**src/rtl/dct_mac_pkg.sv**
```systemverilog
// Shared definitions for the DCT multiply-accumulate datapath.
//   MODE_MUL / MODE_DOT : encodings of the 'mode' input
//   calc_acc_w()        : accumulator width that can hold acc_len full
//                         products without overflow
package dct_mac_pkg;

    localparam logic MODE_MUL = 1'b0;
    localparam logic MODE_DOT = 1'b1;

    // Product width plus enough headroom bits for acc_len terms.
    function automatic int calc_acc_w(input int din0_w, input int din1_w, input int acc_len);
        return din0_w + din1_w - 1 + $clog2(acc_len);
    endfunction

endpackage

```
**src/rtl/dct_mac_mul_pipe.sv**
```systemverilog
// Signed multiplier followed by a NUM_STAGE-deep register pipeline.
// The product is formed from the raw operands and registered in stage 0;
// later stages shift it along, which maps onto DSP48 M/P registers.
// Ports:
//   clk, rst_n   : clock, asynchronous active-low reset (valid bits only)
//   en           : pipeline enable; all stages hold when low
//   in_valid     : operand valid, carried alongside the product
//   a, b         : signed operands
//   tag_in       : sideband bits that travel with the product
//   prod         : signed product truncated to A_W+B_W-1 bits, last stage
//   out_valid    : valid bit of the last stage
//   tag_out      : sideband bits of the last stage
module dct_mac_mul_pipe #(
    parameter int A_W       = 16,
    parameter int B_W       = 15,
    parameter int NUM_STAGE = 3,
    parameter int TAG_W     = 3
) (
    input  logic                        clk,
    input  logic                        rst_n,
    input  logic                        en,
    input  logic                        in_valid,
    input  logic signed [A_W-1:0]       a,
    input  logic signed [B_W-1:0]       b,
    input  logic        [TAG_W-1:0]     tag_in,
    output logic signed [A_W+B_W-2:0]   prod,
    output logic                        out_valid,
    output logic        [TAG_W-1:0]     tag_out
);

    localparam int P_W = A_W + B_W - 1;
    localparam int F_W = A_W + B_W;

    logic signed [F_W-1:0] a_ext_s;
    logic signed [F_W-1:0] b_ext_s;
    logic signed [F_W-1:0] full_s;
    logic signed [P_W-1:0] prod_s;

    logic signed [P_W-1:0]   prod_r [NUM_STAGE];
    logic        [TAG_W-1:0] tag_r  [NUM_STAGE];
    logic        [NUM_STAGE-1:0] vld_r;

    assign a_ext_s = F_W'(a);
    assign b_ext_s = F_W'(b);
    assign full_s  = a_ext_s * b_ext_s;
    // The top bit is only needed for (-2^(A_W-1))*(-2^(B_W-1)); it is dropped.
    assign prod_s  = full_s[P_W-1:0];

    // Data and tag shift register; left without reset so it packs into the DSP.
    always_ff @(posedge clk) begin
        if (en) begin
            prod_r[0] <= prod_s;
            tag_r[0]  <= tag_in;
            for (int i = 1; i < NUM_STAGE; i++) begin
                prod_r[i] <= prod_r[i-1];
                tag_r[i]  <= tag_r[i-1];
            end
        end
    end

    // Valid shift register, cleared on reset so stale data is never used.
    always_ff @(posedge clk or negedge rst_n) begin
        if (!rst_n) begin
            vld_r <= '0;
        end else if (en) begin
            vld_r[0] <= in_valid;
            for (int i = 1; i < NUM_STAGE; i++) begin
                vld_r[i] <= vld_r[i-1];
            end
        end
    end

    assign prod      = prod_r[NUM_STAGE-1];
    assign tag_out   = tag_r[NUM_STAGE-1];
    assign out_valid = vld_r[NUM_STAGE-1];

endmodule

```
**src/rtl/dct_mac_pipe_16s.sv**
```systemverilog
// Pipelined signed MAC for DCT butterflies.
// mode=0 : every accepted beat yields round/saturate(din0*din1).
// mode=1 : ACC_LEN consecutive beats are summed, one result per vector.
// Results appear NUM_STAGE+1 enabled cycles after the (last) beat accept.
// Ports:
//   ap_clk, ap_rst_n     : clock, asynchronous active-low reset
//   mode                 : 0 per-beat product, 1 dot product (sampled at beat 0)
//   in_valid / in_ready  : operand handshake (in_ready is the global enable)
//   din0, din1           : signed operands
//   out_valid / out_ready: result handshake
//   dout                 : (sum + 2^(SHIFT-1)) >>> SHIFT, saturated
module dct_mac_pipe_16s
    import dct_mac_pkg::*;
#(
    parameter int DIN0_WIDTH = 16,
    parameter int DIN1_WIDTH = 15,
    parameter int NUM_STAGE  = 3,
    parameter int ACC_LEN    = 8,
    parameter int SHIFT      = 13,
    parameter int DOUT_WIDTH = 16
) (
    input  logic                         ap_clk,
    input  logic                         ap_rst_n,
    input  logic                         mode,
    input  logic                         in_valid,
    output logic                         in_ready,
    input  logic signed [DIN0_WIDTH-1:0] din0,
    input  logic signed [DIN1_WIDTH-1:0] din1,
    output logic                         out_valid,
    input  logic                         out_ready,
    output logic signed [DOUT_WIDTH-1:0] dout
);

    localparam int PROD_W = DIN0_WIDTH + DIN1_WIDTH - 1;
    localparam int ACC_W  = calc_acc_w(DIN0_WIDTH, DIN1_WIDTH, ACC_LEN);
    localparam int CNT_W  = $clog2(ACC_LEN);
    localparam int RND_W  = ACC_W + 1;

    localparam logic signed [RND_W-1:0] RND_HALF = {{(RND_W-1){1'b0}}, 1'b1} << (SHIFT-1);
    localparam logic signed [RND_W-1:0] SAT_MAX  = {{(RND_W-DOUT_WIDTH+1){1'b0}}, {(DOUT_WIDTH-1){1'b1}}};
    localparam logic signed [RND_W-1:0] SAT_MIN  = {{(RND_W-DOUT_WIDTH+1){1'b1}}, {(DOUT_WIDTH-1){1'b0}}};

    logic                    ce_s;
    logic                    accept_s;
    logic                    first_s;
    logic                    eff_mode_s;
    logic                    last_s;
    logic [CNT_W-1:0]        cnt_nxt_s;
    logic [CNT_W-1:0]        cnt_r;
    logic                    mode_r;

    logic signed [PROD_W-1:0] p_prod_s;
    logic                     p_vld_s;
    logic [2:0]               p_tag_s;
    logic signed [ACC_W-1:0]  prod_ext_s;
    logic signed [ACC_W-1:0]  sum_s;
    logic signed [RND_W-1:0]  rnd_s;
    logic signed [RND_W-1:0]  shf_s;
    logic signed [DOUT_WIDTH-1:0] sat_s;

    logic signed [ACC_W-1:0]      acc_r;
    logic                         out_valid_r;
    logic signed [DOUT_WIDTH-1:0] dout_r;

    // A held result freezes the whole pipeline, so nothing can be lost.
    assign ce_s     = !out_valid_r || out_ready;
    assign in_ready = ce_s;
    assign accept_s = in_valid && ce_s;

    // Beat classification: mode is taken from the port only on beat 0.
    always_comb begin
        first_s    = (cnt_r == '0);
        eff_mode_s = mode_r;
        if (first_s) begin
            eff_mode_s = mode;
        end else begin
            eff_mode_s = mode_r;
        end
        last_s    = (eff_mode_s == MODE_MUL) || (cnt_r == CNT_W'(ACC_LEN-1));
        cnt_nxt_s = '0;
        if ((eff_mode_s == MODE_DOT) && !last_s) begin
            cnt_nxt_s = cnt_r + CNT_W'(1'b1);
        end else begin
            cnt_nxt_s = '0;
        end
    end

    // Beat counter and captured vector mode.
    always_ff @(posedge ap_clk or negedge ap_rst_n) begin
        if (!ap_rst_n) begin
            cnt_r  <= '0;
            mode_r <= MODE_MUL;
        end else if (accept_s) begin
            cnt_r <= cnt_nxt_s;
            if (first_s) begin
                mode_r <= mode;
            end
        end
    end

    // Tag layout: [2] captured mode, [1] first beat, [0] last beat.
    dct_mac_mul_pipe #(
        .A_W       (DIN0_WIDTH),
        .B_W       (DIN1_WIDTH),
        .NUM_STAGE (NUM_STAGE),
        .TAG_W     (3)
    ) u_mul (
        .clk       (ap_clk),
        .rst_n     (ap_rst_n),
        .en        (ce_s),
        .in_valid  (accept_s),
        .a         (din0),
        .b         (din1),
        .tag_in    ({eff_mode_s, first_s, last_s}),
        .prod      (p_prod_s),
        .out_valid (p_vld_s),
        .tag_out   (p_tag_s)
    );

    // Accumulate, round half up, then clamp to the output range.
    always_comb begin
        prod_ext_s = {{(ACC_W-PROD_W){p_prod_s[PROD_W-1]}}, p_prod_s};
        if (p_tag_s[1] || (p_tag_s[2] == MODE_MUL)) begin
            sum_s = prod_ext_s;
        end else begin
            sum_s = acc_r + prod_ext_s;
        end
        rnd_s = {sum_s[ACC_W-1], sum_s} + RND_HALF;
        shf_s = rnd_s >>> SHIFT;
        if (shf_s > SAT_MAX) begin
            sat_s = SAT_MAX[DOUT_WIDTH-1:0];
        end else if (shf_s < SAT_MIN) begin
            sat_s = SAT_MIN[DOUT_WIDTH-1:0];
        end else begin
            sat_s = shf_s[DOUT_WIDTH-1:0];
        end
    end

    // Accumulator and output register; the next vector's first product
    // overwrites the accumulator directly, so vectors run back to back.
    always_ff @(posedge ap_clk or negedge ap_rst_n) begin
        if (!ap_rst_n) begin
            acc_r       <= '0;
            out_valid_r <= 1'b0;
            dout_r      <= '0;
        end else if (ce_s) begin
            if (p_vld_s) begin
                acc_r <= sum_s;
            end
            out_valid_r <= p_vld_s && p_tag_s[0];
            if (p_vld_s && p_tag_s[0]) begin
                dout_r <= sat_s;
            end
        end
    end

    assign out_valid = out_valid_r;
    assign dout      = dout_r;

endmodule

```
**config.mk**
```make
export PLATFORM = sky130hd
export DESIGN_NAME = dct_mac_pipe_16s
export DESIGN_NICKNAME = d
export VERILOG_FILES = /design/src/rtl/dct_mac_pkg.sv /design/src/rtl/dct_mac_mul_pipe.sv /design/src/rtl/dct_mac_pipe_16s.sv
export SDC_FILE = /design/constraint.sdc
export NUM_CORES = 1
export LEC_CHECK = 0
export BUFFER_PORTS_ARGS = -buffer_cell sky130_fd_sc_hd__buf_2
export CAP_MARGIN = 20
export CORE_MARGIN = 2
export CORE_UTILIZATION = 55
export CTS_CLUSTER_SIZE = 25
export DETAILED_ROUTE_END_ITERATION = 10
export PLACE_DENSITY = 0.75
export SLEW_MARGIN = 5
export SYNTH_ARGS = -nofsm -noshare
export SYNTH_HDL_FRONTEND = slang
export SYNTH_SLANG_ARGS = --single-unit
```
**constraint.sdc**
```tcl
create_clock -name ap_clk -period 5.8 [get_ports ap_clk]
set_input_delay 0.87 -clock ap_clk [delete_from_list [all_inputs] [get_ports ap_clk]]
set_output_delay 0.87 -clock ap_clk [all_outputs]
set_load 0.1 [all_outputs]
```
* Word level (Yosys, flattened, before mapping)
Memory sizes are Yosys's and may differ from the RTL's. Index checks and enable logic that the tools add are counted.
Storage, ports and cells: bits in registers 57, logic and storage cells 35, memory bits (writable) 99, memories 2, bits of input ports 36, output and inout bits 18
Memories:
- u_mul.prod_r | depth 3, width 30, rd ports 3, clocked after memory_dff 0, write ports 3, line dct_mac_mul_pipe.sv:39 | logic signed [P_W-1:0] prod_r [NUM_STAGE];
- u_mul.tag_r | depth 3, width 3, rd ports 3, clocked after memory_dff 0, write ports 3, line dct_mac_mul_pipe.sv:40 | logic [TAG_W-1:0] tag_r [NUM_STAGE];
Operators by class: bitwise logic cells 2, muxes and demuxes 7, $lt $le $gt $ge 2, reduce and logical (&&, ||, !) cells 11, equality and inequality tests 1, $add $sub $neg 3, multipliers 1
Operators by type and width (number):
- 33-bit by 14-bit adder with 34-bit output, second input constant | 1
- 33-bit by 30-bit adder with 33-bit output | 1
- 33-bit two-way mux | 1
- 16-bit two-way mux | 2
- 16-bit by 15-bit multiplier with 30-bit output | 1
- 21-bit by 16-bit greater-than comparator with 1-bit output, second input constant | 1
- 21-bit by 16-bit less-than comparator with 1-bit output, second input constant | 1
- 2-bit AND reduction | 2
- 3-bit by 1-bit adder with 3-bit output, second input constant | 1
- 3-bit == test, second input constant | 1
- 1-bit logical AND | 3
- 3-bit logical NOT | 1
- 1-bit logical OR | 3
- 1-bit two-way mux | 3
- 3-bit two-way mux | 1
- 1-bit logical NOT | 2
- 1-bit inverter | 2

* Depth between registers and ports, before layout
depth in word-level cells 7, mapped depth 26, mapped depth without buffers 25

* By module
A second synthesis with hierarchy kept.
Unflattened totals: cell total of the unflattened synthesis 1819, area, all modules 17651.9 um^2
Modules (own cells, without submodules):
- dct_mac_mul_pipe | instances 1, cells an instance 1180, sequential area each 3047.9 um^2, area each 12443.2 um^2
- dct_mac_pipe_16s | instances 1, cells an instance 639, sequential area each 1351.3 um^2, area each 5208.7 um^2

* Least setup slack after synthesis
No wires, ideal clock.
path kind input -> register, start point input port din1[5], end point memory u_mul.prod_r[0][28] (netlist name) (data pin), data arrival time 6297 ps, path slack -754 ps, library setup time 258 ps, path buffers 1, stages 24, required time 5542 ps, cell sequence clkbuf_1 -> and2_1 -> fa_1 -> inv_1 -> fa_1 -> inv_1 -> fa_1 -> inv_1 -> fa_1 -> inv_1 -> fa_1 -> inv_1 -> fa_1 -> inv_1 -> ha_1 -> nor2b_1 -> o21a_1 -> o31ai_1 -> a21oi_1 -> a21oi_1 -> a21oi_1 -> a211o_1 -> a21oi_1 -> xnor2_1
RTL lines:
- start, declared | line dct_mac_pipe_16s.sv:28 | input logic signed [DIN1_WIDTH-1:0] din1,
- end, declared | line dct_mac_mul_pipe.sv:39

==> run_results.csv <==
group,metric,value,unit
setup_path,crit_fanout,11,
run_status,violations,"setup timing",
place,placed_area,18500,µm²
logic_synthesis,seq_area_frac_synth,26.3,%
logic_synthesis,ys_ff_latch,156,
logic_synthesis,syn_area,16700,µm²
route,detail-route-antenna-nets,0,
logic_synthesis,synthCells,1669,
grt,antenna_found_initial,0,
final_layout,fin_area,19700,µm²
logic_synthesis,synth_ff_type,"edfxtp_1",
sta,post-route-period-util,102,%
clocking,cts-root-buf,"clkbuf_16",
run_status,status,"finished, violations left",
setup_path,cp_cell_sequence,"buf_4 -> and2_4 -> fa_1 -> inv_1 -> fa_2 -> fa_1 -> inv_1 -> ha_4 -> fa_1 -> inv_1 -> fa_1 -> inv_1 -> ha_4 -> a21oi_4 -> nor2b_4 -> o21a_1 -> o31ai_4 -> a21oi_2 -> a21oi_4 -> a21oi_2 -> a211o_1 -> a21oi_2 -> xnor2_1",
logic_synthesis,yosys_warnings,0,
worst_hold_path,hp-class,"reg2reg",
logic_synthesis,ys_async_sr_fraction,36.5,%
grt,grt_usage,23.8,%
clocking,cts_max_path_buffers,2,
setup_path,critPathTopFamily,"adder cells",
sta,setup_tns,-0.237,ns
flow_run,maxCapViolCount,0,
route,routed_wl,35600,µm
route,avgRoutedWirePerCell,15.9,µm
route,first_pass_iters,5,
final_layout,final_common_cell,"inv_1",
route,vias,12108,
route,viasPerCell,5.42,
floorplan,die_area,31800,µm²
sta,fin_skew,0.0135,ns
final_layout,area_growth,18.0,%
floorplan,boundaryPins,54,
sta,fmax,168,MHz
logic_synthesis,ys_top_cells_by_area,"fa_1 (28%), edfxtp_1 (18%), ha_1 (8.8%)",
floorplan,rows,63,
setup_path,crit_required,5.98,ns
sta,relSlewSlack,30.5,%
place,portBuffers,53,
setup_path,end_kind,"flop",
final_layout,final_util,66.2,%
sta,fin_ws,-0.140,ns
sta,worst_slew_pin_slew,1.04,ns
place,place_congestion,0.895,
logic_synthesis,syn_area_per_cell,10.0,µm²
sta,setup_viol,3,
grt,grt_max_degree,68,
floorplan,core,29800,µm²
floorplan,fp.dieH,178,µm
clocking,clk_pin_slew,0.07,ns
final_layout,finalNonFillerCells,2235,
final_layout,antenna_cells,0,
sta,slew_viol_final,0,
clocking,clkSinkCount,156,
sta,rsz0062_at_grt,"true",
route,drcViolationCount,0,
final_layout,nNetsFinal,2216,
sta,period_minus_slack,5.94,ns
clocking,cts_tree,"done",
setup_path,max_stage_delay,0.58,ns
clocking,htree_levels,4,
logic_synthesis,synth_top_area_share,27.7,%
place,place_hpwl,28000,µm
grt,grt_pass1_wl,60700,µm
floorplan,die_width,178,µm
setup_path,slowest_stage,"fa_2",
setup_path,crit_buf_inv,5,
final_layout,drive_gt1_share,20.8,%
clocking,numCtsBuffers,17,
logic_synthesis,synth_cell_types,75,
final_layout,final_cell_mix,"inv_1 (276), fa_1 (221), nand2_1 (190)",
clocking,cts_hold_repair.buffers,0,
grt,grt_pass1_vias,12744,
setup_path,critPathKind,"in2reg",
logic_synthesis,synth-edff-count,99,
grt,grt-ovfl-total,0,
logic_synthesis,synth_nets,2053,
place,dp.cells,2182,
clocking,clk_latency,0.43,ns
logic_synthesis,synth_area_leader_cell,"fa_1",
setup_path,worst_ep_arrival_time,6.12,ns
setup_path,start_kind,"input port",
floorplan,start_util,56.1,%
route,drt-initial-drc-count,628,
sta,hold_violations,0,
[logic make-up after synthesis]
group	count (synthesis)	synth area share (%)
multiplexers	27	1.77
flip-flops	156	26.3
AO/OA/AOI/OAI	250	9.99
XOR/XNOR	67	3.51
buffers and inverters	350	8.04
AND/OR/NAND/NOR	471	13.9
adder cells (fa/ha/maj)	348	36.4
[flip-flops by register name (all words and copies together), names as in the netlist]
register	cells
u_mul.tag_r	9
dout	16
u_mul.vld_r	3
mode_r	1
cnt_r	3
u_mul.prod_r	90
acc_r	33
out_valid	1
[worst paths after layout]
path	to	cells past startpoint	from	slack, ns
max	u_mul.prod_r[0][28]	23	din0[4]	-0.14
min reg2reg	u_mul.prod_r[0][70]	0	u_mul.prod_r[0][40]	0.41
min in group asynchronous	acc_r[2]	2	ap_rst_n	0.60
max in group asynchronous	cnt_r[2]	2	ap_rst_n	4.68
min	u_mul.prod_r[0][70]	0	u_mul.prod_r[0][40]	0.41
max reg2reg	dout[3]	16	u_mul.prod_r[0][60]	0.95
[per-stage QoR]
stage	setup slack (ns)	hold slack (ns)
finish	-0.140	0.412
global route	-0.298	0.424
CTS	-0.0502	0.415
detailed placement	-0.839	0.405
global placement	-0.659	0.401
floorplan	-0.397	0.400
[repair_timing]
action / CTS / global route
setup endpoints to repair: 7 / 11
gates resized for setup: 96 / 30
setup buffers: 15 / 7
pin swaps: 63 / 21
[cell usage after synthesis (5+ instances only)]
cell type / number
inv_1: 289
nand2b_1: 12
dfrtp_1: 57
nor2_1: 58
mux2_2: 14
a31oi_1: 6
a211oi_1: 7
and2_1: 112
o21a_1: 11
o32ai_1: 14
a21oi_1: 78
a21o_1: 24
and3_1: 9
xnor2_1: 43
ha_1: 117
nor3_1: 16
o211ai_1: 5
edfxtp_1: 99
o21ai_0: 48
nand4_1: 8
buf_2: 6
nand3_1: 19
nor2b_1: 9
nand2_1: 198
a211o_1: 8
mux2i_1: 11
fa_1: 231
xor2_1: 24
clkbuf_1: 50
o21ai_1: 7
[area by class of cell]
type | instances | area, µm²
tap | 390 | 488
multi-input combinational | 1163 | 11500
fill | 2238 | 10100
timing repair buffer | 205 | 1670
inverter | 289 | 1090
clock inverter | 15 | 174
clock buffer | 17 | 425
sequential | 156 | 4400
[per-layer routing]
layer  global-route usage, %  part of all wire, %
met4                    6.57                  1.7
met5                       0                    0
met2                    40.9                   49
met1                    32.0                   45
met3                    3.11                  4.4
[worst register-to-register path, cell delays in order (launching register included)]
cell and delay [ns]:
edfxtp_1 0.42, ha_1 0.29, fa_1 0.46, a211oi_2 0.31, o211ai_2 0.15, a211o_2 0.39, a31o_2 0.27, o21ai_1 0.23
xor2_1 0.09, o21ai_0 0.60, and3_1 0.30, nand3_1 0.12, nor4bb_1 0.40, o21a_1 0.20, a211oi_2 0.04, buf_4 0.21
o32ai_1 0.29
Power is not shown: default switching activity piles up to over one toggle a cycle in this logic, so the estimate is an artifact.
